==> config.mk <==
export PLATFORM = sky130hd
export DESIGN_NAME = ordenador9_stream_io
export DESIGN_NICKNAME = d
export VERILOG_FILES = /design/src/rtl/ordenador9_stream_io_pkg.sv /design/src/rtl/ordenador9_stream_io.sv
export SDC_FILE = /design/constraint.sdc
export NUM_CORES = 1
export LEC_CHECK = 0
export CORE_ASPECT_RATIO = 1.5
export CORE_UTILIZATION = 50
export DETAILED_ROUTE_END_ITERATION = 16
export HOLD_SLACK_MARGIN = 0.03
export PLACE_DENSITY = 0.8
export SLEW_MARGIN = 0
export SYNTH_ARGS = -nofsm -noshare
export SYNTH_HDL_FRONTEND = slang
export SYNTH_SLANG_ARGS = --single-unit
==> constraint.sdc <==
create_clock -name clk -period 2.01 [get_ports clk]
set_input_delay 0.402 -clock clk [delete_from_list [all_inputs] [get_ports clk]]
set_output_delay 0.402 -clock clk [all_outputs]
set_load 0.01 [all_outputs]
==> src/rtl/ordenador9_stream_io_pkg.sv <==
// Shared definitions for the nine-word streaming front end of the sorter:
// controller state encoding and the fixed frame size.
package ordenador9_stream_io_pkg;

  typedef enum logic [1:0] {
    IDLE  = 2'b00,
    LOAD  = 2'b01,
    SORT  = 2'b10,
    DRAIN = 2'b11
  } state_t;

  localparam int N = 9;

endpackage

==> src/rtl/ordenador9_stream_io.sv <==
// Streaming wrapper around an external nine-input sorter: collects nine words,
// holds them on sort_in while the sorter settles, then replays the sorted frame.
module ordenador9_stream_io #(
  parameter int W        = 4,
  parameter int N        = 9,
  parameter int SORT_LAT = 1
) (
  input  logic           clk,
  input  logic           rst,
  input  logic           in_valid,
  input  logic [W-1:0]   in_data,
  output logic           in_ready,
  output logic [N*W-1:0] sort_in,
  input  logic [N*W-1:0] sort_out,
  output logic           out_valid,
  output logic [W-1:0]   out_data,
  output logic           out_last,
  input  logic           out_ready,
  output logic           sort_en,
  output logic           frame_done
);
  import ordenador9_stream_io_pkg::*;

  localparam logic [3:0] LAST_IDX = 4'(N - 1);
  localparam logic [3:0] LAT      = 4'(SORT_LAT);

  state_t       state, state_nx;
  logic [3:0]   idx, idx_nx;
  logic [3:0]   wait_cnt, wait_nx;
  logic         capture;
  logic [W-1:0] in_reg  [N];
  logic [W-1:0] out_reg [N];

  always_ff @(posedge clk or negedge rst) begin
    if (!rst) begin
      state    <= IDLE;
      idx      <= 4'd0;
      wait_cnt <= 4'd0;
    end else begin
      state    <= state_nx;
      idx      <= idx_nx;
      wait_cnt <= wait_nx;
    end
  end

  // SORT holds for SORT_LAT settle cycles plus the capture cycle.
  always_comb begin
    state_nx = state;
    idx_nx   = idx;
    wait_nx  = wait_cnt;
    capture  = 1'b0;
    case (state)
      IDLE: state_nx = LOAD;
      LOAD: begin
        if (in_valid) begin
          if (idx == LAST_IDX) begin
            idx_nx   = 4'd0;
            wait_nx  = 4'd0;
            state_nx = SORT;
          end else begin
            idx_nx = idx + 4'd1;
          end
        end
      end
      SORT: begin
        if (wait_cnt == LAT) begin
          capture  = 1'b1;
          wait_nx  = 4'd0;
          state_nx = DRAIN;
        end else begin
          wait_nx = wait_cnt + 4'd1;
        end
      end
      DRAIN: begin
        if (out_ready) begin
          if (idx == LAST_IDX) begin
            idx_nx   = 4'd0;
            state_nx = LOAD;
          end else begin
            idx_nx = idx + 4'd1;
          end
        end
      end
      default: begin
        state_nx = IDLE;
        idx_nx   = 4'd0;
        wait_nx  = 4'd0;
      end
    endcase
  end

  always_ff @(posedge clk or negedge rst) begin
    if (!rst) begin
      for (int i = 0; i < N; i++) begin
        in_reg[i]  <= '0;
        out_reg[i] <= '0;
      end
    end else begin
      if (state == LOAD && in_valid) begin
        in_reg[idx] <= in_data;
      end
      if (capture) begin
        for (int i = 0; i < N; i++) begin
          out_reg[i] <= sort_out[i*W +: W];
        end
      end
    end
  end

  always_comb begin
    sort_in = '0;
    for (int i = 0; i < N; i++) begin
      sort_in[i*W +: W] = in_reg[i];
    end
  end

  assign in_ready   = (state == LOAD);
  assign sort_en    = (state == SORT);
  assign out_valid  = (state == DRAIN);
  assign out_data   = out_valid ? out_reg[idx] : '0;
  assign out_last   = out_valid && (idx == LAST_IDX);
  assign frame_done = out_valid && out_ready && (idx == LAST_IDX);

endmodule

# Word-level counts from Yosys, hierarchy flattened
# Cells that the tools add are included.
# Widths: inputs -> output; s select.
# word_totals
reg_bits	82
input_bits	44
# op_classes
add_sub_neg	2
n_lt_le_gt_ge	2
n_eq_ne	10
n_mux	23
bitwise	1
n_reduce_logical	11
# op_table
op	count
$mux 4	10
$bwmux 36	1
$bmux 4 s4	1
$demux 4 s4	1
$pmux 4 s2	2
$mux 2	5
$add 4x1->4 const B	2
$ne 2x1->1 const B	4
$pmux 2 s4	1
$reduce_and 3->1	2
$ge 5x5->1 const B	1
$logic_and 1x1->1	5
$lt 5x1->1 const B	1
$not 4->5	1
$reduce_and 5->1	1
$eq 2x2->1 const B	2
$eq 4x1->1 const B	1
$eq 4x4->1 const B	1
$reduce_bool 2->1	2
$eq 2x1->1 const B	1
$logic_not 2->1	1
$mux 1	2
$ne 2x2->1 const B	1

# Longest topological paths before layout
# Gate-level depths: netlist of the first run.
# logic_depth
word_depth	6
mapped_depth	7
depth_no_buf	6

# Worst setup path before layout of the first run
# OpenSTA, ideal clock, no wires.
# synth_path
kind	register -> output
startpoint	register state[0]
endpoint	output port out_data[0]
arrival_time_ns	1.444
required_time_ns	1.608
path_slack_ns	0.164
stages_incl_launch_ff	5
n_path_buf	0
path_cell_list	dfrtp_1 > ha_1 > nor3b_1 > a2bb2oi_1 > a211oi_1
# synth_between
elab_chain_len	2
# synth_lines
item	line_no	rtl
start: declaration	ordenador9_stream_io.sv:27	state_t state, state_nx;
start signal: assignment	ordenador9_stream_io.sv:40	state <= state_nx;
$eq 2x2->1	ordenador9_stream_io.sv:119	assign out_valid = (state == DRAIN);
$mux 4	ordenador9_stream_io.sv:120	assign out_data = out_valid ? out_reg[idx] : '0;
end: declaration	ordenador9_stream_io.sv:16	output logic [W-1:0] out_data,
# Every way passes these cells.

# Worst setup path after layout of the first run
# layout_path
startpoint	register idx[2]
endpoint	output port out_data[2]
# layout_between
elab_chain_len	5
# layout_lines
item	line_no	rtl
start: declaration	ordenador9_stream_io.sv:28	logic [3:0] idx, idx_nx;
start signal: assignment	ordenador9_stream_io.sv:41	idx <= idx_nx;
$not 4->5 (implied by the code)	ordenador9_stream_io.sv:120	
$bmux 4 s4	ordenador9_stream_io.sv:120	
$mux 4 (implied by the code) (2 in a row)	ordenador9_stream_io.sv:120	
$mux 4	ordenador9_stream_io.sv:120	
# Every way passes these cells. The select of a mux whose other input is x is not followed.

==> results.md, run 1 <==
Global routing:
- Entering global routing, the biggest net connects 40 pins.
- The via count of the first global-routing pass was 2974.
- After global routing the overflow that remains totals 0.
- The routing layer with the top usage in global route is met2.
- The wire length of the first global-routing pass is about 14000 µm.
- The global routing met2 resource utilization is between 40% and 50%.
- Global routing consumed, on the met3 layer, under 10% of the routing resources.
- The met1 track demand over resource in global routing is 27.4%.
- Global routing used 24.8% of the available tracks across all layers.
- The number of antenna violations at the first check in global routing came to 0.

Clock network:
- The number of buffers added by the clock tree synthesis step is 9.
- The clock passes through at most 2 buffers.
- The total number of clock tree sinks is slightly above 80.
- The later pin in the worst-skew pair is clocked with a latency of 370 ps.
- The H-tree generated during clock tree synthesis spans 3 levels.
- The CTS tree is yes.
- Clock-pin slew was measured on the worst setup and hold paths at ~90 ps.
- The clock tree root buffer cell is clkbuf_8.

Routing:
- The residual DRC count is 0.
- The total number of vias is about 2800.
- The detailed-route vias per instance is 5.42.
- The count of antenna-violating nets left after detailed routing is 0.
- The number of design-rule violations left by the first detailed-router iteration is 86.
- In the final routed layout, each cell accounts on average for 17.6 µm.
- The first detailed-routing pass took 4 iterations.
- The detailed-route wire length is 9200 µm.

Yosys:
- Of the synthesized area, sequential elements account for 53.5%.
- The share of the synthesized netlist area taken by xor and xnor gates is less than 1%.
- In the synthesized netlist the dominant register cell turns out to be dfrtp_1.
- The gate count after technology mapping is between 200 and 300.
- The async set-reset flop share out of synthesis is between 90% and 100%.
- The share of synthesized cell area in and, or, nand and nor gates is just over 8%.
- The largest family of logic cells by synthesized area is multiplexers.
- The commonest cells after synthesis are 82 x dfrtp_1, 59 x mux2_1, 20 x mux2_2.
- The cell with the most instances after synthesis is dfrtp_1.
- The largest area contributor in the synthesized netlist is dfrtp_1.
- The number of enable flip-flop cells after synthesis is 0.
- When the netlist entered floorplanning its net count stood at 338.
- In this run, synthesis produced a sequential element count of 82.
- After synthesis, the cell types taking the most area are dfrtp_1 53%, mux2_1 17%, mux2_2 5.9%, ha_1 3.6%, mux2i_1 3.4%.
- The mean area per synthesized cell is roughly 14 µm².
- The synthesized-area fraction occupied by ao, oa, aoi and oai cells is 5.28%.
- Summing the areas of all fa, ha and maj instances in the mapped netlist gives under 10% of the synthesized area.
- The share of synthesized area in the top cell type comes to 53.5%.
- After synthesis the cells add up to 3840 µm².
- The distinct cell type count after synthesis is between 40 and 50.
- The number of synthesis warnings is 0.
- After synthesis, the share of cell area in mux cells is 26.6%.

STA:
- The clock period minus worst slack is ~2200 ps.
- At the pin with the least slew margin, the transition time is roughly 470 ps.
- The period utilization is 111%.
- The final setup violation count is 5.
- The number of pins with negative max-slew slack in the final report is 0.
- The total count of hold-check failures in the final report is 0.
- The normalized max-slew margin is 68.6%.
- Once routing completed, OpenROAD measured the worst setup slack at -216 ps.
- Static timing analysis puts the maximum clock frequency at 449 MHz.
- The clock arrives with 11.0 ps of skew.
- Setup repair after global routing could not meet its margin everywhere.

Die:
- The die covers 8040 µm².
- The initial core utilization is 52.4%.
- The number of cell rows is 38.
- The horizontal die dimension is ~74 µm.
- The count of pins on the block boundary is 89.
- The floorplan step set the die height to 109 µm.
- The core area is 7320 µm².

Critical path:
- The start point of the critical path is idx[2].
- The peak fanout along the critical path is 7.
- STA classifies the critical path endpoint as a primary output.
- The startpoint type of the worst setup path is a flop.
- Data arrives at the worst endpoint at between 1500 and 2000 ps.
- STA puts the critical path data required time at 1610 ps.
- The startpoint of the most critical register-to-register path is state[1].
- The critical path is of the reg2out type.

Hold path:
- In this run the most critical hold path is launched from out_reg[23].
- The class of the worst hold path is reg2reg.

Placed design:
- The count of buffers added on input and output ports is 88.
- The global placer's final weighted congestion is 0.887.
- Summed over all nets, the half-perimeter wirelength after detailed placement is 6330 µm.
- The worst-case setup slack after placement is -203 ps.

Layout:
- Cells with a size suffix above 1 make up 29.9% of the layout.
- The layout has 495 filler cells.
- The total number of nets in the final design is 472.
- 0 antenna diodes ended up in the layout.
- The area growth from synthesis to layout is 43.9%.

Pwr:
- VDD sags by at most 920 µV.
- The completed layout was analyzed and its total power is roughly 0.0084 W.
- Dividing total power by cell area gives a power density of 1520 nW/µm².
- The leakage power figure is 2.46 nW.

Outcome:
- The checks that failed: negative setup slack.
- The run finished, with violations left.

Run:
- The max-cap violation count is 0.
-- where the power goes --
part           leakage, nW  switching, W  internal (W)
registers             1.02      0.000517       0.00239
logic                 1.33       0.00187       0.00239
clock network        0.104      0.000621      0.000584
total                 2.46       0.00301       0.00537
-- what timing repair did --
| action | in CTS | in global routing |
|---|---|---|
| setup endpoints to repair | 9 | 6 |
| endpoints found under the hold margin | 36 | 0 |
| hold buffers | 1 | 0 |
| pin swaps | 14 | 12 |
| cloned | 0 | 0 |
| resized for setup | 68 | 14 |
| buffers inserted | 10 | 2 |
-- kinds of logic (layout without fill, tap and decap cells) --
| logic type | after synthesis | count (layout) |
|---|---|---|
| buffers and inverters | 17 | 156 |
| flip-flops | 82 | 82 |
| AND/OR/NAND/NOR | 52 | 52 |
| multiplexers | 92 | 92 |
| adder cells (fa/ha/maj) | 11 | 11 |
| AO/OA/AOI/OAI | 28 | 28 |
| XOR/XNOR | 1 | 1 |
-- through the flow --
step	setup TNS (ps)	std cells	util (%)	hold WS, ps	area, µm²
global route	-909	522	75.4	500	5520
CTS	-446	521	74.3	489	5440
floorplan	0	283	-	106	3840
finish	-530	522	75.4	487	5520
global placement	-942	494	68.6	388	5020
detailed placement	-1010	494	68.6	390	5020
-- routing by layer --
metal / up-vias / share of wire, % / routed length [µm]
li1: 1298 / - / -
met1: 1393 / 38 / 3490
met2: 108 / 54 / 4980
met3: 29 / 3.7 / 340
met4: 0 / 4.2 / 385
met5: - / 0 / 0
-- worst max-delay path, cell delays in order, from the launching register on --
cell and delay [ps]:
dfrtp_2 450, buf_6 150, mux2i_2 170, o21ai_1 160, nand2_1 140, a22oi_2 220
buf_2 170
-- path summary, 6_finish.rpt --
kind	slack [ps]	endpoint	cells after the start
hold / removal	490	out_reg[23]	1
min in group asynchronous	540	sort_in[18]	2
setup reg to reg	120	sort_in[14]	7
max in group asynchronous	810	idx[2]	3
hold reg to reg	490	out_reg[23]	1
setup / recovery	-220	out_data[2]	6
-- final cells by class --
cell class	instances	area, µm²	area share (%)
clock buffers	9	124	2.24
multi-input cells	184	1860	33.7
clock inverters	7	78.8	1.43
well taps	100	125	2.27
flip-flops and latches	82	2060	37.2
repair buffers	133	1250	22.6
inverters	7	28.8	0.521
-- placed cells by master, fill, tap and decap left out, drive strengths merged --
cell type      count
nor3b              4
clkinv             5
dlygate4sd2        3
xor2               1
nor2              12
inv                8
buf               51
clkbuf             9
clkdlybuf4s50     78
o21ai              6
nor2b              4
mux2i             13
mux2              79
dlygate4sd3        1
a211oi             2
nand4b             2
bufinv             1
o21a               1
a2111oi            1
a21oi              4
a221o              1
nor3               2
o211ai             3
dfrtp             82
a2bb2oi            4
nand4              2
a22oi              3
nand2             12
ha                11
nand2b             2
nand3b             4
and3               2
nand3              3
a221oi             3
and2               3
(Power assumes the default switching activity.)
==> run 2: changes to the inputs <==
--- a/config.mk
+++ b/config.mk
@@ -5,6 +5,7 @@
 export SDC_FILE = /design/constraint.sdc
 export NUM_CORES = 1
 export LEC_CHECK = 0
+export ABC_AREA = 1
 export CORE_ASPECT_RATIO = 1.5
 export CORE_UTILIZATION = 50
 export DETAILED_ROUTE_END_ITERATION = 16
==> run 2 against run 1 <==
Against the previous run:
- critical endpoint is now out_data[0]
- core utilization shrank 3.9 points
- hold slack got worse by 450 ps
- final area shrank 2.0%
- die area increased by 1.2%
- combinational power down 14%
- highest routed layer unchanged
- sequential share of layout area is 0.74 points higher
- the run still ends with negative setup slack left
- non-clock buffer count is 18 lower
- maximum frequency is 7.2% higher
- synthesized area is 1.2% higher
- synthesized cell count rose by 64%
- sequential cell count unchanged
- first-iteration DRC count grew to 3.7 times the previous value
==> results.md, run 2 <==
Outcome:
- The checks that failed: negative setup slack.
- The run finished, with violations left.

Yosys:
- After synthesis, the most frequently instantiated cells are 149 x nand2_1, 82 x dfrtp_1, 55 x inv_1.
- By instance count, the leading cell after synthesis is nand2_1.
- The most used flip-flop cell after synthesis is dfrtp_1.
- The synthesized net count is 519 (+54%).
- The distinct cell type count after synthesis is 25 (-39%).
- The mean area per synthesized cell is 8.37 µm² (-38%).
- The number of synthesis warnings was 0 (unchanged).
- The share of the synthesized area in the top cell type is 52.8% (-0.62 points).
- The gate count after technology mapping is 464 (+64%).
- The register bit count reported by yosys is 82 (unchanged).
- The async set-reset flop share out of synthesis is 100% (unchanged).
- The number of enable flip-flop cells after synthesis is 0 (unchanged).
- The cell area after synthesis was 3880 µm² (+1.2%).
- Of all cell types, the one taking the most synthesized area is dfrtp_1.
- After synthesis, the cell types taking the most area are dfrtp_1 53%, nand2_1 14%, o21ai_0 6.7%, inv_1 5.3%, nand3_1 3.9%.
- The share of the yosys chip area belonging to registers is 52.8% (-0.62 points).

Routing:
- The residual DRC count is 0 (unchanged).
- The number of design-rule violations left by the first detailed-router iteration is 322 (+270%).
- The count of antenna-violating nets left after detailed routing came to 0 (unchanged).
- The detailed-router iteration count before antenna repair is 5 (+1).
- The total number of vias was 3511 (+24%).
- The detailed-route wire length came to 9970 µm (+8.4%).
- The detailed-route vias per instance is 5.14 (-5.1%).
- The mean routed wirelength per cell is 14.6 µm (-17%).

STA:
- The actual slew at the worst max-slew pin is 484 ps (+13.4 ps).
- The clock period minus worst slack came to 2080 ps (-149 ps).
- The period utilization is 103% (-7.4 points).
- The normalized max-slew margin came to 67.7% (-0.89 points).
- The total count of hold-check failures in the final report was 0 (unchanged).
- The final setup violation count is 1 (-4).
- The number of pins with negative max-slew slack in the final report was 0 (unchanged).
- The maximum operating frequency is 481 MHz (+7.2%).
- The largest clock skew in the final design is 4.95 ps (-6.04 ps).
- The setup total negative slack is -67.6 ps (+463 ps).
- Setup repair after global routing could not meet its margin everywhere.
- The final worst setup slack is -67.6 ps (+149 ps).

Pwr:
- The cell area power density is 1540 nW/µm² (+1.5%).
- The leakage power figure is 2.63 nW (+6.8%).
- The power after layout is 0.00833 W (-0.53%).
- The highest ir drop seen on vdd is 1110 µV (+21%).

Critical path:
- The peak fanout along the critical path is 5 (-2).
- The start point of the critical path is idx[3].
- The endpoint kind of the worst setup timing path is a primary output.
- The required arrival time at the worst endpoint came to 1610 ps (about the same).
- In this run the worst setup path terminates at out_data[0].
- Among all stages on the critical path, the largest delay is contributed by dfrtp_2.
- The startpoint of the most critical register-to-register path is state[0].
- The worst setup path is launched from a flop.
- Traced cell by cell, the critical path runs through buf_12 -> nor2_4 -> nand3_1 -> nand3_1 -> nand2_1 -> nor2_1 -> buf_2.
- The critical path's most frequent cell is nand3_1.
- The stage delay of the slowest cell on the critical path came to 450 ps (about the same).
- The endpoint identified for the worst register-to-register timing path is out_reg[22].
- The kind of critical path is reg2out.
- The signal arrival time at the worst endpoint is 1680 ps (-140 ps).
- The depth of the most critical reg-to-reg path is 8 (+1).
- The setup slack on the worst flop-to-flop path came to 310 ps (+190 ps).

Clock network:
- TritonCTS built the clock tree.
- The total number of H-tree levels is 3 (unchanged).
- The clock transition at the register clock pins on the worst setup and hold paths after CTS is 60 ps (-30 ps).
- The clock insertion delay at the later pin of the skew report is 330 ps (-40 ps).
- In this run the clock root is driven by a clkbuf_16.
- The number of buffers added by the clock tree synthesis step is 9 (unchanged).
- The total number of clock tree sinks is 82 (unchanged).
- The largest buffer count on any clock path is 2 (unchanged).
- The total of hold buffers inserted after clock tree synthesis was 0 (-1).

Global routing:
- The pin count of the biggest net entering global routing is 69 (+73%).
- The via count of the first global-routing pass is 3487 (+17%).
- The number of antenna violations at the first check in global routing came to 0 (unchanged).
- The residual overflow from global routing was 0 (unchanged).
- The aggregate global-route resource usage came to 26.3% (+1.4 points).
- The wire length of the first global-routing pass is 15900 µm (+10%).

Die:
- The count of pins on the block boundary is 89 (unchanged).
- The vertical extent of the die is 110 µm (+0.58%).
- The number of cell rows came to 39 (+2.6%).
- The horizontal die dimension is 74.0 µm (+0.57%).
- The initial core utilization was 51.3% (-1.1 points).
- The core area is 7560 µm² (+3.3%).
- The total die area was 8130 µm² (+1.2%).

Layout:
- The most common cell after layout, fill and taps aside is nand2_1.
- The count of fill cells added during filler insertion is 567 (+15%).
- From synthesis to final layout, the design area changed by 39.4%.
- The count of antenna diodes in the layout came to 0 (unchanged).
- The library cells used most frequently in the layout, excluding fill and tap cells, are 149 x nand2_1, 80 x dfrtp_1, 78 x clkdlybuf4s50_1, 54 x inv_1, 52 x o21ai_0.
- The total number of nets in the final design is 631 (+34%).
- The share of cells above drive strength 1 is 13.4% (-16 points).

Run:
- The max-cap violation count is 0 (unchanged).

Placed design:
- The post-DP HPWL is 6850 µm (+8.3%).
- The global placer's final weighted congestion is 0.921 (+3.8%).
- The count of port buffers added during placement is 88 (unchanged).

Hold path:
- The min-delay analysis places its worst path in the category in2async.
-- run 2: changes by cell type in the layout (fill, tap and decap cells not counted), moves of 7 or more --
cell       change
nand2_1      +138
mux2_1        -59
o21ai_0       +50
inv_1         +49
nand3_1       +25
mux2_2        -19
o21ai_1       +17
nor2_1        +13
buf_6         -12
clkbuf_16      +9
mux2i_1        -9
buf_4          -8
clkbuf_8       -7
-- run 2: how the worst min path moves through the flow --
stage / start / endpoint / slack, ps / cells past startpoint
after global routing: rst / out_reg[8] / 60 / 1
after floorplan: rst / idx[0] / 110 / 0
after global placement: rst / out_reg[25] / 390 / 1
final: rst / out_reg[12] / 30 / 1
after detailed placement: rst / out_reg[25] / 390 / 1
after CTS: rst / out_reg[8] / 40 / 1
-- run 2: cells by family (layout without fill, tap and decap cells) --
kind of cell,after synthesis,in the layout,share of synthesized area [%]
XOR/XNOR,2,2,0.451
buffers and inverters,72,188,8.38
flip-flops,82,82,52.8
adder cells (fa/ha/maj),11,11,3.54
AO/OA/AOI/OAI,76,76,10.2
AND/OR/NAND/NOR,221,222,24.6
-- run 2: final cells by class --
type                            count  area, µm²  share of cell area [%]
Tap cell                          102        128                    2.36
Sequential cell                    82       2050                    38.0
Clock inverter                      5        100                    1.85
Inverter                           57        216                    4.00
Multi-Input combinational cell    311       1550                    28.5
Timing Repair Buffer              115       1120                    20.6
Clock buffer                       11        253                    4.67
-- run 2: repair_timing --
action	in CTS	in global routing
setup buffers	6	3
gates resized for setup	24	12
setup endpoints to repair	8	6
pin swaps	2	4
cloned	1	0
-- run 2: report_power, final --
group / switching, W / leakage (nW) / internal, W
registers: 0.000386 / 1.01 / 0.00239
logic: 0.00198 / 1.44 / 0.00167
clock network: 0.000630 / 0.176 / 0.00128
total: 0.00300 / 2.63 / 0.00533
-- run 2: critical path, delay by kind of cell (launching register included) --
kind,cells,cell delay [ps]
and+or+nand+nor,5,590
buffers and inverters,2,300
DFF,1,450
-- run 2: metal layers --
metal	share of wire (%)	GRT usage, %	up-vias	wire [µm]
met1	40	29.9	1650	3960
met5	0	0	-	0
met4	3.8	13.2	0	378
met3	5.6	6.14	36	561
met2	51	45.3	141	5080
li1	-	-	1684	-
-- run 2: through the flow --
stage               std cells  util [%]  worst slack, ps  hold WS [ps]  instance area (µm²)
detailed placement        657      65.5            -92.9           395                 4950
global route              683      71.6             -102          61.9                 5410
floorplan                 464         -              177           106                 3880
CTS                       680      70.8             2.02          43.0                 5360
global placement          657      65.5            -1.18           390                 4950
finish                    683      71.6            -67.6          34.8                 5410
